$ cat src/rtl/mul_share_arb_pkg.sv
// Shared definitions for the mul core arbiter slice.
package mul_share_pkg;

    localparam int unsigned DEF_DATA_W  = 32;
    localparam int unsigned DEF_TIMEOUT = 255;

    typedef enum logic [1:0] {
        IDLE  = 2'd0,
        START = 2'd1,
        WAIT  = 2'd2,
        RESP  = 2'd3
    } state_t;

endpackage

$ cat src/rtl/mul_share_arb_if.sv
// Requester, response and core handshake bundle for mul_share_arb.
interface mul_share_arb_if #(
    parameter int unsigned NUM_REQ = 4,
    parameter int unsigned DATA_W  = 32
);
    logic [NUM_REQ-1:0]        req_valid;
    logic [NUM_REQ-1:0]        req_ready;
    logic [NUM_REQ*DATA_W-1:0] req_a;
    logic [NUM_REQ*DATA_W-1:0] req_b;
    logic [NUM_REQ*DATA_W-1:0] req_c;
    logic [NUM_REQ-1:0]        rsp_valid;
    logic [NUM_REQ-1:0]        rsp_ready;
    logic [DATA_W-1:0]         rsp_data;
    logic                      rsp_err;
    logic                      core_start;
    logic                      core_ready;
    logic                      core_done;
    logic                      core_idle;
    logic [DATA_W-1:0]         core_a;
    logic [DATA_W-1:0]         core_b;
    logic [DATA_W-1:0]         core_c;
    logic [DATA_W-1:0]         core_return;

    // Arbiter side
    modport slave (
        input  req_valid, req_a, req_b, req_c, rsp_ready,
        input  core_ready, core_done, core_idle, core_return,
        output req_ready, rsp_valid, rsp_data, rsp_err,
        output core_start, core_a, core_b, core_c
    );

    // Clients and core side
    modport master (
        output req_valid, req_a, req_b, req_c, rsp_ready,
        output core_ready, core_done, core_idle, core_return,
        input  req_ready, rsp_valid, rsp_data, rsp_err,
        input  core_start, core_a, core_b, core_c
    );
endinterface

$ cat src/rtl/mul_share_arb_rr_pick.sv
// Round-robin picker: first set request after last_grant, wrapping at N.
module rr_pick #(
    parameter int unsigned N     = 4,
    parameter int unsigned IDX_W = $clog2(N)
) (
    input  logic [N-1:0]     req,
    input  logic [IDX_W-1:0] last_grant,
    output logic [N-1:0]     grant,
    output logic [IDX_W-1:0] idx
);
    logic             found;
    logic [IDX_W-1:0] cand;

    // Scan candidates in priority order starting just after last_grant
    always_comb begin
        grant = '0;
        idx   = '0;
        found = 1'b0;
        cand  = '0;
        for (int unsigned off = 1; off <= N; off++) begin
            cand = IDX_W'((32'(last_grant) + off) % N);
            if (!found && req[cand]) begin
                found       = 1'b1;
                grant[cand] = 1'b1;
                idx         = cand;
            end
        end
    end
endmodule

$ cat src/rtl/mul_share_arb.sv
// Round-robin sharing of a single mul core with watchdog timeout.
module mul_share_arb
    import mul_share_pkg::*;
#(
    parameter int unsigned NUM_REQ = 4,
    parameter int unsigned DATA_W  = DEF_DATA_W,
    parameter int unsigned TIMEOUT = DEF_TIMEOUT,
    parameter int unsigned ID_W    = $clog2(NUM_REQ)
) (
    input  logic           ap_clk,
    input  logic           ap_rst_n,
    mul_share_arb_if.slave bus
);
    localparam int unsigned CNT_W = $clog2(TIMEOUT + 1);

    state_t             state_q, state_d;
    logic [ID_W-1:0]    last_grant_q, id_q, pick_idx;
    logic [NUM_REQ-1:0] pick_oh, req_ready, rsp_valid;
    logic [CNT_W-1:0]   cnt_q;
    logic               core_start, accept, take_done, take_tmo, rsp_hs, tmo_hit;
    logic [DATA_W-1:0]  core_a_q, core_b_q, core_c_q, rsp_data_q;
    logic               rsp_err_q;
    logic [DATA_W-1:0]  a_arr [NUM_REQ];
    logic [DATA_W-1:0]  b_arr [NUM_REQ];
    logic [DATA_W-1:0]  c_arr [NUM_REQ];

    for (genvar g = 0; g < NUM_REQ; g++) begin : g_unpack
        assign a_arr[g] = bus.req_a[g*DATA_W +: DATA_W];
        assign b_arr[g] = bus.req_b[g*DATA_W +: DATA_W];
        assign c_arr[g] = bus.req_c[g*DATA_W +: DATA_W];
    end

    rr_pick #(
        .N     (NUM_REQ),
        .IDX_W (ID_W)
    ) u_pick (
        .req        (bus.req_valid),
        .last_grant (last_grant_q),
        .grant      (pick_oh),
        .idx        (pick_idx)
    );

    assign tmo_hit = (cnt_q == CNT_W'(TIMEOUT - 1));

    // State register
    always_ff @(posedge ap_clk) begin
        if (!ap_rst_n) state_q <= IDLE;
        else           state_q <= state_d;
    end

    // Next state, handshake outputs and datapath strobes
    always_comb begin
        state_d    = state_q;
        req_ready  = '0;
        rsp_valid  = '0;
        core_start = 1'b0;
        accept     = 1'b0;
        take_done  = 1'b0;
        take_tmo   = 1'b0;
        rsp_hs     = 1'b0;
        case (state_q)
            IDLE: begin
                if (ap_rst_n && bus.core_idle && (|pick_oh)) begin
                    req_ready = pick_oh;
                    accept    = 1'b1;
                    state_d   = START;
                end
            end
            START: begin
                core_start = 1'b1;
                if (bus.core_ready && bus.core_done) begin
                    take_done = 1'b1;
                    state_d   = RESP;
                end else if (tmo_hit) begin
                    take_tmo = 1'b1;
                    state_d  = RESP;
                end else if (bus.core_ready) begin
                    state_d = WAIT;
                end
            end
            WAIT: begin
                if (bus.core_done) begin
                    take_done = 1'b1;
                    state_d   = RESP;
                end else if (tmo_hit) begin
                    take_tmo = 1'b1;
                    state_d  = RESP;
                end
            end
            RESP: begin
                rsp_valid[id_q] = 1'b1;
                if (bus.rsp_ready[id_q]) begin
                    rsp_hs  = 1'b1;
                    state_d = IDLE;
                end
            end
            default: state_d = IDLE;
        endcase
    end

    // Operand latch, watchdog counter, result capture and grant history
    always_ff @(posedge ap_clk) begin
        if (!ap_rst_n) begin
            core_a_q     <= '0;
            core_b_q     <= '0;
            core_c_q     <= '0;
            rsp_data_q   <= '0;
            rsp_err_q    <= 1'b0;
            id_q         <= '0;
            cnt_q        <= '0;
            last_grant_q <= ID_W'(NUM_REQ - 1);
        end else begin
            if (accept) begin
                core_a_q <= a_arr[pick_idx];
                core_b_q <= b_arr[pick_idx];
                core_c_q <= c_arr[pick_idx];
                id_q     <= pick_idx;
                cnt_q    <= '0;
            end else if (state_q == START || state_q == WAIT) begin
                cnt_q <= cnt_q + CNT_W'(1);
            end
            if (take_done) begin
                rsp_data_q <= bus.core_return;
                rsp_err_q  <= 1'b0;
            end else if (take_tmo) begin
                rsp_data_q <= '0;
                rsp_err_q  <= 1'b1;
            end
            if (rsp_hs) last_grant_q <= id_q;
        end
    end

    assign bus.req_ready  = req_ready;
    assign bus.rsp_valid  = rsp_valid;
    assign bus.rsp_data   = rsp_data_q;
    assign bus.rsp_err    = rsp_err_q;
    assign bus.core_start = core_start;
    assign bus.core_a     = core_a_q;
    assign bus.core_b     = core_b_q;
    assign bus.core_c     = core_c_q;
endmodule

$ cat src/flat_wrapper.sv
// flat-port wrapper written by rule: the top's interface ports become plain ports
module mul_share_arb_flat import mul_share_pkg::*;
#(
    parameter int unsigned NUM_REQ = 4,
    parameter int unsigned DATA_W  = DEF_DATA_W,
    parameter int unsigned TIMEOUT = DEF_TIMEOUT,
    parameter int unsigned ID_W    = $clog2(NUM_REQ)
)
  (ap_clk, ap_rst_n, bus_req_valid, bus_req_a, bus_req_b, bus_req_c, bus_rsp_ready, bus_core_ready, bus_core_done, bus_core_idle, bus_core_return, bus_req_ready, bus_rsp_valid, bus_rsp_data, bus_rsp_err, bus_core_start, bus_core_a, bus_core_b, bus_core_c);
  mul_share_arb_if #(.NUM_REQ(NUM_REQ), .DATA_W(DATA_W)) bus_i ();
  input  logic ap_clk;
  input  logic ap_rst_n;
  input wire logic [$bits(bus_i.req_valid)-1:0] bus_req_valid;
  input wire logic [$bits(bus_i.req_a)-1:0] bus_req_a;
  input wire logic [$bits(bus_i.req_b)-1:0] bus_req_b;
  input wire logic [$bits(bus_i.req_c)-1:0] bus_req_c;
  input wire logic [$bits(bus_i.rsp_ready)-1:0] bus_rsp_ready;
  input wire logic [$bits(bus_i.core_ready)-1:0] bus_core_ready;
  input wire logic [$bits(bus_i.core_done)-1:0] bus_core_done;
  input wire logic [$bits(bus_i.core_idle)-1:0] bus_core_idle;
  input wire logic [$bits(bus_i.core_return)-1:0] bus_core_return;
  output wire logic [$bits(bus_i.req_ready)-1:0] bus_req_ready;
  output wire logic [$bits(bus_i.rsp_valid)-1:0] bus_rsp_valid;
  output wire logic [$bits(bus_i.rsp_data)-1:0] bus_rsp_data;
  output wire logic [$bits(bus_i.rsp_err)-1:0] bus_rsp_err;
  output wire logic [$bits(bus_i.core_start)-1:0] bus_core_start;
  output wire logic [$bits(bus_i.core_a)-1:0] bus_core_a;
  output wire logic [$bits(bus_i.core_b)-1:0] bus_core_b;
  output wire logic [$bits(bus_i.core_c)-1:0] bus_core_c;
  assign bus_i.req_valid = bus_req_valid;
  assign bus_i.req_a = bus_req_a;
  assign bus_i.req_b = bus_req_b;
  assign bus_i.req_c = bus_req_c;
  assign bus_i.rsp_ready = bus_rsp_ready;
  assign bus_i.core_ready = bus_core_ready;
  assign bus_i.core_done = bus_core_done;
  assign bus_i.core_idle = bus_core_idle;
  assign bus_i.core_return = bus_core_return;
  assign bus_req_ready = bus_i.req_ready;
  assign bus_rsp_valid = bus_i.rsp_valid;
  assign bus_rsp_data = bus_i.rsp_data;
  assign bus_rsp_err = bus_i.rsp_err;
  assign bus_core_start = bus_i.core_start;
  assign bus_core_a = bus_i.core_a;
  assign bus_core_b = bus_i.core_b;
  assign bus_core_c = bus_i.core_c;
  mul_share_arb #(.NUM_REQ(NUM_REQ), .DATA_W(DATA_W), .TIMEOUT(TIMEOUT), .ID_W(ID_W)) u_core (.ap_clk(ap_clk), .ap_rst_n(ap_rst_n), .bus(bus_i));
endmodule
$ cat config.mk
export PLATFORM = sky130hd
export DESIGN_NAME = mul_share_arb_flat
export DESIGN_NICKNAME = d
export VERILOG_FILES = /design/src/rtl/mul_share_arb_pkg.sv /design/src/rtl/mul_share_arb_if.sv /design/src/rtl/mul_share_arb_rr_pick.sv /design/src/rtl/mul_share_arb.sv /design/src/flat_wrapper.sv
export SDC_FILE = /design/constraint.sdc
export NUM_CORES = 1
export LEC_CHECK = 0
export CORE_MARGIN = 5
export CORE_UTILIZATION = 25
export CTS_BUF_LIST = sky130_fd_sc_hd__clkbuf_2 sky130_fd_sc_hd__clkbuf_4 sky130_fd_sc_hd__clkbuf_8
export CTS_CLUSTER_DIAMETER = 200
export CTS_CLUSTER_SIZE = 12
export DETAILED_ROUTE_END_ITERATION = 8
export DONT_BUFFER_PORTS = 1
export HOLD_SLACK_MARGIN = 0.15
export PLACE_DENSITY = 0.43
export SETUP_SLACK_MARGIN = 0.15
export SYNTH_ARGS = -nofsm -noshare
export SYNTH_HDL_FRONTEND = slang
export SYNTH_SLANG_ARGS = --single-unit
$ cat constraint.sdc
create_clock -name ap_clk -period 6.7 [get_ports ap_clk]
set_input_delay 1.34 -clock ap_clk [delete_from_list [all_inputs] [get_ports ap_clk]]
set_output_delay 1.34 -clock ap_clk [all_outputs]
set_load 0.01 [all_outputs]
==> impl_results.md <==
* Run status: finished, final reports clean
* Fin Clk Skew at 32.8 ps
* Layout cells sized above 1 at 6.47%
* RSZ-0062 raised after global routing: false
* Fin crit share at 80.4%
* CTS tree: built
* Routability cong. at 0.858
* Vias/cell at 5.95
* Met2 WL at 29.9 mm
* Min-delay worst type: flop to flop
* Initial Util at 25.4%
* Commonest non-fill, non-tap cell in the layout: nor3_1
* Worst slew pin tran at 1310 ps
* Die Wd at 244 µm
* Cts hold-fix bufs at 0
* Met1 Routed Length at 26.5 mm
* IO Pins at 567
* Cts bufs inserted at 17
* H-tree depth at 4
* Commonest non-fill, non-tap cells in the layout: nor3_1, a21oi_1, nor2_1
* Synthesized net count at 2620
* Clock sinks at 143
* FFs w/ async S/R, synth at 0%
* Clock transition at path regs at 90 ps
* Die area at 59600 µm²
* Final net count at 2394
* EDFF count, synth at 0
* Flops & latches, synth at 143
* Clock Tree Buf Depth at 2
* Metal3 WL at 7.36 mm
* YS warnings at 0
* Kind of critical path: flop to primary output
* Post-route DRC at 0
* Ys flop type: dfxtp_1
* Grt ovf at 0
* Die Y at 244 µm
* Setup TNS at 0 ps
* Vias at 15.8k
* Hold Slack at 511 ps
* Seq/Total Area, Yosys at 20.9%
* Minimum clock period at 5390 ps
* Root cell of the clock tree: clkbuf_8
* Element type at the critical path start: flop
* Total track usage at 20.7%
* Leakage at 4.07 nW
* Routed wire length at 65.4 mm
* Unique masters post-synth at 45
* Max Cap Viol at 0
* Pre-antenna DRT Iters at 5
* WP data required at 5360 ps
* Std-Cell Core Area at 54000 µm²
* Vias in the first global route at 14.5k
* Final HPWL DP at 43.7 mm
* Post-DRT Antenna Nets at 0
* Post-CTS setup buffer count at 0
* Clk Latency, worst-skew pair at 580 ps
* First-pass GRT wire length at 96.5 mm
* CP arrival at 4050 ps
* Crit Path Max Fanout at 67
* Max rail drop VDD at 0.000140 V
* Top sig layer: met5
* Pwr Density at 240 nW/µm²
* FMAX at 186 MHz
* Rows at 85
* Largest net degree at the start of global routing at 239
* Slew Limit Fails at 0
* Initial antenna violation count at 2
* Setup violations, final at 0
* Buffers on Ports at 0
* Crit end category: primary output
* Mean post-synth cell area at 6.30 µm²
* Post-DR wirelength/cell at 24.6 µm
* Max_slew headroom at 9.83%
* Mapped Cells at 2177
* Post-CTS Resized at 0
* Hold Vio Cnt, Final at 0
* Initial DRC count at 1533
* Area Overhead vs Synth at 4.13%
* Cell Area, Synth at 13700 µm²
[layout make-up]
cell class | count | area (µm²)
timing repair buffer | 20 | 325
sequential | 143 | 2870
tap | 696 | 871
inverter | 10 | 42.5
fill | 6062 | 39800
antenna | 1 | 2.50
multi-input combinational | 1759 | 9770
clock inverter | 14 | 146
clock buffer | 18 | 248
[cells in the mapped netlist (14+ instances only)]
master      n  area, µm²
o21ai_0   193        966
nand3_1   131        656
nor2_1    213        800
buf_1      25       93.8
a21boi_0  128        961
o31ai_2    60        751
nand2_1    57        214
o31ai_1    36        270
nor3_1    576       2880
a21oi_1   291       1460
clkbuf_1  194        728
buf_2      37        185
dfxtp_1   143       2860
ha_1       14        175
[cell families after synthesis]
kind of cell             after synthesis  synth area share, %
adder cells (fa/ha/maj)               14                 1.28
flip-flops                           143                 20.9
buffers and inverters                275                 8.34
AO/OA/AOI/OAI                        732                 33.7
AND/OR/NAND/NOR                      993                 34.0
XOR/XNOR                               7                0.447
multiplexers                          13                 1.31
[critical path, stage by stage, from the launching register on]
cell and delay (ps):
dfxtp_4 770, inv_6 380, ha_1 560, mux2i_1 130, mux2i_1 1020, nand2_1 160
o31a_1 200, nor2_1 250
[layer usage]
layer,up-vias,track usage (%)
met5,-,0
met4,2,6.11
met3,85,8.89
met2,710,33.0
met1,7539,25.4
li1,7484,-
[stage by stage]
stage	power, W	utilization, %	std cells	worst slack [ps]	instance area (µm²)
3_3_place_gp	0.00265	25.7	2628	1770	13900
5_1_grt	0.00365	26.4	2661	991	14300
6_report	0.00342	26.4	2661	1310	14300
2_1_floorplan	0.00228	-	2177	2560	13700
3_5_place_dp	0.00267	25.7	2628	1700	13900
4_1_cts	0.00347	26.4	2660	1270	14300
[worst paths after layout]
check / from / endpoint / slack, ps / depth (start not counted)
setup / recovery: u_core.last_grant_q[0] / bus_req_ready[2] / 1310 / 7
hold / removal: u_core.state_q[1] / u_core.state_q[1] / 510 / 2
setup reg to reg: u_core.last_grant_q[0] / u_core.bus.core_a[20] / 1760 / 10
hold reg to reg: u_core.state_q[1] / u_core.state_q[1] / 510 / 2
[flip-flops by register name, indices dropped and copies added (netlist names)]
name                 cells
u_core.bus.core_a       32
u_core.bus.core_b       32
u_core.bus.core_c       32
u_core.bus.rsp_data     32
u_core.cnt_q             8
u_core.id_q              2
u_core.last_grant_q      2
u_core.state_q           2
u_core.bus.rsp_err       1
[report_power, final]
group / switching (W) / leakage (nW) / internal [W]
combinational: 0.000868 / 2.70 / 0.000478
clock: 0.000456 / 0.194 / 0.000316
sequential: 0.000270 / 1.17 / 0.00103
No activity file was read; power rests on OpenSTA's default activity.
